===== src/rtl/fb_sched_pkg.sv =====
// rtl/fb_sched_pkg.sv - shared types and round-robin search for the frame buffer scheduler
//
// Purpose: state encoding, counter/index widths and the requester search
// function used by frame_buffer_scheduler and frame_buffer_slot_counter.
// Ports: none (package).
package fb_sched_pkg;

   localparam int CNT_W = 4;
   localparam int ID_W  = 2;

   typedef enum logic [1:0] {
      ST_IDLE  = 2'd0,
      ST_FLUSH = 2'd1,
      ST_ARB   = 2'd2,
      ST_SERVE = 2'd3
   } state_e;

   typedef struct packed {
      logic            found;
      logic [ID_W-1:0] idx;
   } pick_t;

   // Returns the first requester at or after ptr, wrapping modulo 4.
   // Iterating from the farthest offset down lets the nearest hit win.
   function automatic pick_t rr_search(input logic [ID_W-1:0] ptr, input logic [3:0] req);
      pick_t           pick;
      logic [ID_W-1:0] idx;
      pick = '0;
      for (int i = 3; i >= 0; i--) begin
         idx = ptr + ID_W'(i);
         if (req[idx]) begin
            pick.found = 1'b1;
            pick.idx   = idx;
         end
      end
      return pick;
   endfunction

endpackage


===== src/rtl/frame_buffer_slot_counter.sv =====
// rtl/frame_buffer_slot_counter.sv - slot/flush cycle counter with limit compare
//
// Purpose: 4-bit counter with synchronous clear (priority) and enable; last_o
// flags that the count equals the runtime limit chosen by the scheduler.
// Ports:
//   clk_i, reset_ni   clock, asynchronous active-low reset
//   clr_i, en_i       synchronous clear, count enable
//   limit_i           terminal count for the current phase
//   count_o, last_o   current count, count == limit
module frame_buffer_slot_counter
   import fb_sched_pkg::*;
(
   input  logic             clk_i,
   input  logic             reset_ni,
   input  logic             clr_i,
   input  logic             en_i,
   input  logic [CNT_W-1:0] limit_i,
   output logic [CNT_W-1:0] count_o,
   output logic             last_o
);

   logic [CNT_W-1:0] count_q;
   logic [CNT_W-1:0] count_d;

   always_comb begin
      count_d = count_q;
      if (clr_i) begin
         count_d = '0;
      end else if (en_i) begin
         count_d = count_q + 1'b1;
      end
   end

   always_ff @(posedge clk_i or negedge reset_ni) begin
      if (!reset_ni) begin
         count_q <= '0;
      end else begin
         count_q <= count_d;
      end
   end

   assign count_o = count_q;
   assign last_o  = (count_q == limit_i);

endmodule


===== src/rtl/frame_buffer_scheduler.sv =====
// rtl/frame_buffer_scheduler.sv - frame buffer write-port time-division scheduler
//
// Purpose: per frame, holds buf_clear for FLUSH_LEN cycles, then grants the
// write port round-robin to up to four producers in slots of at most
// SLOT_LEN cycles, with early release and abort on a new frame_start.
// Build option: FB_SCHED_FIXED_PRIORITY_EN selects fixed priority (req0
// highest) and removes the round-robin pointer.
// Ports:
//   clk_i, reset_ni     clock, asynchronous active-low reset
//   frame_start_i       one-cycle frame start pulse
//   req_i, done_i       per-requester request level, early release
//   grant_o, grant_id_o one-hot grant, index of current/last grant
//   slot_count_o        cycles elapsed in current slot or flush
//   buf_clear_o         frame buffer clear strobe
//   slot_end_o          pulse in the first cycle after a grant drops
//   busy_o              high outside IDLE
module frame_buffer_scheduler
   import fb_sched_pkg::*;
#(
   parameter int NUM_REQ   = 4,
   parameter int SLOT_LEN  = 8,
   parameter int FLUSH_LEN = 8
) (
   input  logic               clk_i,
   input  logic               reset_ni,
   input  logic               frame_start_i,
   input  logic [NUM_REQ-1:0] req_i,
   input  logic [NUM_REQ-1:0] done_i,
   output logic [NUM_REQ-1:0] grant_o,
   output logic [ID_W-1:0]    grant_id_o,
   output logic [CNT_W-1:0]   slot_count_o,
   output logic               buf_clear_o,
   output logic               slot_end_o,
   output logic               busy_o
);

   localparam logic [CNT_W-1:0] SLOT_LIM  = CNT_W'(SLOT_LEN - 1);
   localparam logic [CNT_W-1:0] FLUSH_LIM = CNT_W'(FLUSH_LEN - 1);

   state_e             state_q, state_d;
   logic [NUM_REQ-1:0] grant_q, grant_d;
   logic [ID_W-1:0]    grant_id_q, grant_id_d;
   logic               slot_end_q, slot_end_d;
   logic               cnt_clr, cnt_en, cnt_last;
   logic [CNT_W-1:0]   cnt_limit;
   logic               slot_done;
   pick_t              pick;

   assign cnt_limit = (state_q == ST_FLUSH) ? FLUSH_LIM : SLOT_LIM;

   frame_buffer_slot_counter u_counter (
      .clk_i    (clk_i),
      .reset_ni (reset_ni),
      .clr_i    (cnt_clr),
      .en_i     (cnt_en),
      .limit_i  (cnt_limit),
      .count_o  (slot_count_o),
      .last_o   (cnt_last)
   );

   // Only the granted requester's done/req bits can end a slot.
   assign slot_done = cnt_last | done_i[grant_id_q] | ~req_i[grant_id_q];

`ifdef FB_SCHED_FIXED_PRIORITY_EN
   assign pick = rr_search('0, req_i);
`else
   logic [ID_W-1:0] ptr_q, ptr_d;

   assign pick = rr_search(ptr_q, req_i);

   // A new frame (and the whole flush) restarts the search at req0.
   always_comb begin
      ptr_d = ptr_q;
      if (frame_start_i || state_q == ST_FLUSH) begin
         ptr_d = '0;
      end else if (state_q == ST_SERVE && slot_done) begin
         ptr_d = grant_id_q + 1'b1;
      end
   end

   always_ff @(posedge clk_i or negedge reset_ni) begin
      if (!reset_ni) begin
         ptr_q <= '0;
      end else begin
         ptr_q <= ptr_d;
      end
   end
`endif

   always_comb begin
      state_d    = state_q;
      grant_d    = grant_q;
      grant_id_d = grant_id_q;
      slot_end_d = 1'b0;
      cnt_clr    = 1'b0;
      cnt_en     = 1'b0;
      if (frame_start_i) begin
         // New frame overrides everything; an aborted slot still reports its end.
         state_d    = ST_FLUSH;
         grant_d    = '0;
         cnt_clr    = 1'b1;
         slot_end_d = (state_q == ST_SERVE);
      end else begin
         case (state_q)
            ST_IDLE: begin
               cnt_clr = 1'b1;
            end
            ST_FLUSH: begin
               if (cnt_last) begin
                  state_d = ST_ARB;
                  cnt_clr = 1'b1;
               end else begin
                  cnt_en = 1'b1;
               end
            end
            ST_ARB: begin
               cnt_clr = 1'b1;
               grant_d = '0;
               if (pick.found) begin
                  state_d    = ST_SERVE;
                  grant_d    = NUM_REQ'(1) << pick.idx;
                  grant_id_d = pick.idx;
               end
            end
            ST_SERVE: begin
               if (slot_done) begin
                  state_d    = ST_ARB;
                  grant_d    = '0;
                  slot_end_d = 1'b1;
                  cnt_clr    = 1'b1;
               end else begin
                  cnt_en = 1'b1;
               end
            end
            default: begin
               state_d = ST_IDLE;
            end
         endcase
      end
   end

   always_ff @(posedge clk_i or negedge reset_ni) begin
      if (!reset_ni) begin
         state_q    <= ST_IDLE;
         grant_q    <= '0;
         grant_id_q <= '0;
         slot_end_q <= 1'b0;
      end else begin
         state_q    <= state_d;
         grant_q    <= grant_d;
         grant_id_q <= grant_id_d;
         slot_end_q <= slot_end_d;
      end
   end

   assign grant_o     = grant_q;
   assign grant_id_o  = grant_id_q;
   assign slot_end_o  = slot_end_q;
   assign buf_clear_o = (state_q == ST_FLUSH);
   assign busy_o      = (state_q != ST_IDLE);

endmodule


===== config.mk =====
export PLATFORM = sky130hd
export DESIGN_NAME = frame_buffer_scheduler
export DESIGN_NICKNAME = d
export VERILOG_FILES = /design/src/rtl/fb_sched_pkg.sv /design/src/rtl/frame_buffer_slot_counter.sv /design/src/rtl/frame_buffer_scheduler.sv
export SDC_FILE = /design/constraint.sdc
export NUM_CORES = 1
export LEC_CHECK = 0
export BUFFER_PORTS_ARGS = -buffer_cell sky130_fd_sc_hd__buf_2
export CAP_MARGIN = 30
export CORE_MARGIN = 2
export CORE_UTILIZATION = 45
export CTS_CLUSTER_SIZE = 10
export DETAILED_ROUTE_END_ITERATION = 6
export GPL_TIMING_DRIVEN = 0
export PLACE_DENSITY_LB_ADDON = 0.2
export SYNTH_ARGS = -nofsm -noshare
export SYNTH_HDL_FRONTEND = slang
export SYNTH_HIERARCHICAL = 1
export SYNTH_SLANG_ARGS = --single-unit

===== constraint.sdc =====
create_clock -name clk_i -period 1.9 [get_ports clk_i]
set_input_delay 0.475 -clock clk_i [delete_from_list [all_inputs] [get_ports clk_i]]
set_output_delay 0.475 -clock clk_i [all_outputs]
set_load 0.01 [all_outputs]

==> metrics.cfg, run 1 <==
[placed_design]
dpl_cell_area_um2 = 1080
gp_congestion = 0.798
numPortBuffers = 23
dp_cells = 145
hpwlAfterDp_um = 1480

[synth]
syn_area_um2 = 907
synthArstFlopShare = 1.00
synthTopCellsByArea = dfrtp_1 41%, a21oi_1 4.4%, nand2_1 4.1%, xor2_1 3.9%, o31ai_1 3.3%
yosysUniqueCellTypes = 41
syn_avg_cell_area_um2 = 9.75
yosysTopAreaCell = dfrtp_1
postSynthCellCount = 93
synth.yosys.seq_area_share = 0.414
ys.warnings.count = 6
synth_edf_count = 0
synth_ff_type = dfrtp_1
netlist.area_leader.share = 0.414
yosys_register_bits = 15

[floorplanning]
die_y_um = 48.9
core-area_um2 = 1920
rows = 16
dieArea_um2 = 2390
dieWidth_um = 48.9
io_pins = 24
start_util = 0.472

[timing]
max_freq_mhz = 542
finalSetupViolations = 0
grt_setup_unrepaired = yes
setup_tns_ns = 0
fin_hold_ws_ns = 0.0775
fin_crit_ns = 1.85
period_share = 0.971
drv_slew = 0
fin_worst_skew_ns = 0.00387
finalHoldViolations = 0

[clocking]
cts_max_level = 1
clk_latency_ns = 0.28
cts.reportedPaths.clkPinSlew_ns = 0.08
postCtsHoldBufs = 0
clockBufferDepth = 2
cts_tree = done
cts_buffers = 3
cts-root-buf = clkbuf_4
cts.sinks = 15

[detailed_routing]
wl_um = 1910
via_per_inst = 5.27
drt-pass1-iter-count = 4
antenna_left = 0
route.detailed.drc = 0
vias = 796
wire_per_inst_um = 12.6
drt_iter0_markers = 5

[grt]
grt_usage = 0.181
grt_pass1_wl_um = 3370
grt_pass1_vias = 781
grt_max_degree = 16
overflow = 0
antenna_found_initial = 0

[final_layout]
syn_to_final_growth_pct = 25.8
stdcell_area_um2 = 1140
n_antenna_cell = 0
fill_cells = 179
final_cells = 151
nets = 137
drive_above_1_share = 0.363

[pwr]
power_density_nw_per_um2 = 781
power.static_leakage_nw = 0.535
ir_worst_vdd_mv = 0.495

[outcome]
status = complete, no violations

[setup_path]
crit_family = simple AND/OR/NAND/NOR gates
crit_path_start_kind = flop
critPathBufInv = 0
crit_path_max_incr_delay_ns = 0.45
cp.required_ns = 2.07
cp_cell_sequence = and4bb_4, nor4_4, a21oi_2, and3_4, nand4_1, mux2_4
cp.arrival_ns = 2.02
end_kind = flop
cp_slowest_cell = dfrtp_2
path_max_fanout = 7
path_class = reg2reg

[min_path]
hold_path.class = in2async

[run]
drv_cap = 0

==> routing by layer <==
layer | track usage | share of wire | vias to the layer above
li1 | - | - | 399
met2 | 0.322 | 0.51 | 13
met5 | 0 | 0 | -
met4 | 0.0333 | 0.0089 | 0
met1 | 0.223 | 0.44 | 382
met3 | 0.0460 | 0.036 | 2
==> state kept, by name, indices dropped and copies added (netlist names) <==
register and count:
grant_o 4, u_counter/count_o 4, grant_id_o 2, ptr_q 2, state_q 2, slot_end_o 1
==> synth_stat cells, types with 2 or more instances <==
cell type / count
a21oi_1: 8
nor2_1: 5
o31ai_1: 4
a211oi_1: 2
xnor2_1: 2
nand2_1: 10
inv_1: 4
nand3b_1: 2
dfrtp_1: 15
nor3b_1: 2
nor2b_1: 2
nor4_1: 2
xor2_1: 4
conb_1: 2
mux2i_1: 2
clkbuf_1: 2
==> cell type report <==
cell class / instances / area [um^2] / share of cell area
clock buffers: 4 / 26.3 / 0.0230
plain buffers: 2 / 8.76 / 0.00768
multi-input cells: 73 / 542 / 0.475
repair buffers: 26 / 138 / 0.121
well taps: 27 / 33.8 / 0.0296
inverters: 4 / 15.0 / 0.0132
flip-flops and latches: 15 / 378 / 0.331
==> placed cells by master, fill, tap and decap left out, types with 3 or more instances in the layout <==
cell	synthesis	final
buf_2	1	24
dfrtp_1	15	13
nand2_1	10	10
a21oi_1	8	7
nor2_1	5	5
o31ai_1	4	4
xor2_1	4	4
conb_1	2	4
inv_1	4	3
clkbuf_4	0	3
buf_4	0	3
==> where the power goes <==
group | leakage (nW) | switching (W) | internal [W] | total, W
clock | 0.0150 | 0.0000967 | 0.0000817 | 0.000178
sequential | 0.198 | 0.0000433 | 0.000356 | 0.000400
combinational | 0.323 | 0.000165 | 0.000148 | 0.000313
==> metrics by stage <==
stage	utilization	total power [W]	setup WS, ns
after CTS	0.590	0.000893	0.00974
after global routing	0.594	0.000959	-0.0241
final	0.594	0.000891	0.0544
after floorplan	-	0.000581	0.00589
after detailed placement	0.560	0.000677	-0.224
after global placement	0.560	0.000667	-0.197
==> final timing paths <==
kind / start / to / slack (ns) / cells past startpoint
worst max-delay path: grant_id_o[1] / u_counter/count_o[3] / 0.05 / 6
worst max register to register: grant_id_o[1] / u_counter/count_o[3] / 0.05 / 6
max in group asynchronous: reset_ni / grant_id_o[1] / 1.55 / 1
min in group clk_i: frame_start_i / state_q[1] / 0.45 / 2
worst min register to register: grant_o[0] / grant_o[0] / 0.47 / 2
worst min-delay path: reset_ni / u_counter/count_o[0] / 0.08 / 1
==> worst reg2reg max path: cells and delay by family (launching register included) <==
family           cells  cell delay, ns
AO/OA/AOI/OAI        1            0.10
flip-flops           1            0.45
multiplexers         1            0.30
AND/OR/NAND/NOR      4            0.89
==> what timing repair did <==
action	CTS	global route
setup endpoints to repair	6	2
resized for setup	3	1
pin swaps	1	3
buffers inserted	2	1
==> logic make-up (layout without fill, tap and decap cells) <==
family,after synthesis,after routing,share of synthesized area
adders and majority gates,1,1,0.0138
DFF,15,15,0.414
and+or+nand+nor,34,34,0.240
other,2,4,0.00828
buffers and inverters,7,36,0.0303
muxes,4,4,0.0510
xor gates and xnor gates,6,6,0.0579
AOI/OAI and AO/OA,24,24,0.185
Power figures use the tool's default switching activity.
==> run 2, diff against run 1 <==
--- a/config.mk
+++ b/config.mk
@@ -7,8 +7,9 @@
 export LEC_CHECK = 0
 export BUFFER_PORTS_ARGS = -buffer_cell sky130_fd_sc_hd__buf_2
 export CAP_MARGIN = 30
+export CORE_ASPECT_RATIO = 1.75
 export CORE_MARGIN = 2
-export CORE_UTILIZATION = 45
+export CORE_UTILIZATION = 36
 export CTS_CLUSTER_SIZE = 10
 export DETAILED_ROUTE_END_ITERATION = 6
 export GPL_TIMING_DRIVEN = 0
==> run 2 against run 1 <==
Die area grew 24%. Sequential power about the same. Worst setup slack worse by 0.013 ns. Critical path depth unchanged. Count of clock-buffer cells in the layout down 1. Clock skew is 0.0017 ns lower. Combinational power up 10%. Sequential share of layout area is 1.5 points lower. Wire length increased by 18%. Critical path type unchanged. Critical endpoint unchanged. Largest cell class unchanged.
==> metrics.cfg, run 2 (synthesis results as in run 1) <==
[pwr]
power_frac_seq = 0.395  ; -0.053
power.static_leakage_nw = 0.567  ; +5.8%
power_density_nw_per_um2 = 848  ; +8.6%
ir_worst_vdd_mv = 0.468  ; -5.5%
power_w = 0.00101  ; +14%
switching_share = 0.336  ; -0.00686
power_switching_w = 0.000340  ; +11%
internal_power_w = 0.000672  ; +15%
comb_power_share = 0.341  ; -0.010
pwr-share-clk = 0.265  ; +0.065

[timing]
drv_slew = 0  ; unchanged
fin_crit_ns = 1.86  ; +0.0128 ns
finalSetupViolations = 0  ; unchanged
setup_tns_ns = 0  ; unchanged
finalWorstSetupSlack_ns = 0.0416  ; -0.0128 ns
max_freq_mhz = 538  ; -0.69%
grt_setup_unrepaired = yes
finalHoldViolations = 0  ; unchanged
period_share = 0.978  ; +0.00672
fin_worst_skew_ns = 0.00219  ; -0.00168 ns

[final_layout]
final_common_cell = buf_2
nets = 142  ; +3.6%
layout_common_cells = 24 x buf_2, 13 x dfrtp_1, 10 x nand2_1, 7 x a21oi_1, 7 x buf_4
fill_cells = 250  ; +40%
drive_above_1_share = 0.388  ; +0.0247
stdcell_area_um2 = 1190  ; +4.6%
n_antenna_cell = 0  ; unchanged
syn_to_final_growth_pct = 31.6
final_cells = 155  ; +2.6%

[setup_path]
rr_worst_depth = 6  ; unchanged
cp_slowest_cell = dfrtp_2
cp.required_ns = 2.04  ; -0.03 ns
r2r_slack_ns = 0.04  ; about the same
r2r_end = u_counter/count_o[3]
cp_cell_sequence = and4bb_4, nor4_4, a21oi_2, and3_4, nand4_1, mux2_4
path_max_fanout = 7  ; unchanged
crit_path_start_kind = flop
cp.arrival_ns = 2.00  ; -0.02 ns
crit_path_max_incr_delay_ns = 0.45  ; about the same
end_kind = flop
critPathBufInv = 0  ; unchanged
path_class = reg2reg
reg2reg_from = grant_id_o[1]
crit_family = simple AND/OR/NAND/NOR gates

[min_path]
hold_path.class = in2async

[grt]
grt_usage = 0.169  ; -0.0128
grt_pass1_vias = 865  ; +11%
grt_max_degree = 16  ; unchanged
grt_pass1_wl_um = 3830  ; +13%
antenna_found_initial = 0  ; unchanged
overflow = 0  ; unchanged

[detailed_routing]
drt_iter0_markers = 15  ; +10
wire_per_inst_um = 14.5  ; +15%
via_per_inst = 5.35  ; +1.6%
vias = 830  ; +4.3%
antenna_left = 0  ; unchanged
drt-pass1-iter-count = 4  ; unchanged
route.detailed.drc = 0  ; unchanged
wl_um = 2250  ; +18%

[clocking]
postCtsHoldBufs = 0  ; unchanged
cts_buffers = 3  ; unchanged
cts.reportedPaths.clkPinSlew_ns = 0.06  ; -0.02 ns
cts_tree = done
cts-root-buf = clkbuf_8
cts.sinks = 15  ; unchanged
cts_max_level = 1  ; unchanged
clockBufferDepth = 2  ; unchanged
clk_latency_ns = 0.25  ; -0.03 ns

[floorplanning]
io_pins = 24  ; unchanged
core-area_um2 = 2430  ; +27%
start_util = 0.373  ; -0.0991
dieWidth_um = 41.9  ; -14%
rows = 24  ; +8
die_y_um = 70.4  ; +44%
dieArea_um2 = 2950  ; +24%

[outcome]
status = complete, no violations

[placed_design]
numPortBuffers = 23  ; unchanged
dpl_cell_area_um2 = 1070  ; -0.12%
dp_cells = 144  ; -0.69%
gp_congestion = 0.768  ; -3.8%
hpwlAfterDp_um = 1720  ; +17%
pre_cts_slack_ns = -0.261  ; -0.0367 ns

[run]
drv_cap = 0  ; unchanged

run 2: cell types whose count changed in the layout (fill, tap and decap cells not counted):
cell      change
buf_4         +4
clkbuf_4      -3
clkbuf_8      +3
clkinv_2      +1
run 2: worst max-delay path by stage:
stage,cells past startpoint,slack [ns],startpoint,end
after global routing,7,-0.05,grant_id_o[0],u_counter/count_o[2]
final,6,0.04,grant_id_o[1],u_counter/count_o[3]
after floorplan,6,0.006,done_i[2],u_counter/count_o[3]
after CTS,6,0.01,grant_id_o[0],u_counter/count_o[3]
after detailed placement,7,-0.26,req_i[2],u_counter/count_o[3]
after global placement,7,-0.21,req_i[2],u_counter/count_o[3]
run 2: through the flow:
stage	hold WS, ns	utilization
after global placement	0.394	0.442
after detailed placement	0.404	0.442
after CTS	0.133	0.481
final	0.117	0.491
after global routing	0.145	0.491
after floorplan	0.179	-
run 2: power groups by stage:
stage	Sequential [W]	Combinational, W	Clock [W]
after detailed placement	0.000413	0.000271	0
after global placement	0.000409	0.000263	0
final	0.000399	0.000345	0.000268
after global routing	0.000407	0.000381	0.000285
after CTS	0.000401	0.000324	0.000273
after floorplan	0.000415	0.000166	0
run 2: what timing repair did:
action                                  in CTS  in global routing
gates resized for setup                      3                  1
endpoints found under the setup margin       1                  4
buffers inserted                             5                  2
pin swaps                                    2                  1
endpoints found under the hold margin        0                  0
gates cloned                                 0                  0
run 2: routing by layer:
metal | vias to the layer above | GRT usage | share of wire
li1 | 409 | - | -
met1 | 395 | 0.165 | 0.35
met3 | 5 | 0.0258 | 0.036
met5 | - | 0 | 0
met2 | 21 | 0.330 | 0.59
met4 | 0 | 0.0717 | 0.019
run 2: cell type report:
class / count / area (um^2) / share of cell area
clock inverters: 1 / 5.00 / 0.00419
multi-input cells: 73 / 542 / 0.454
plain buffers: 3 / 12.5 / 0.0105
inverters: 4 / 15.0 / 0.0126
repair buffers: 30 / 168 / 0.140
clock buffers: 3 / 41.3 / 0.0346
well taps: 26 / 32.5 / 0.0273
flip-flops and latches: 15 / 378 / 0.317
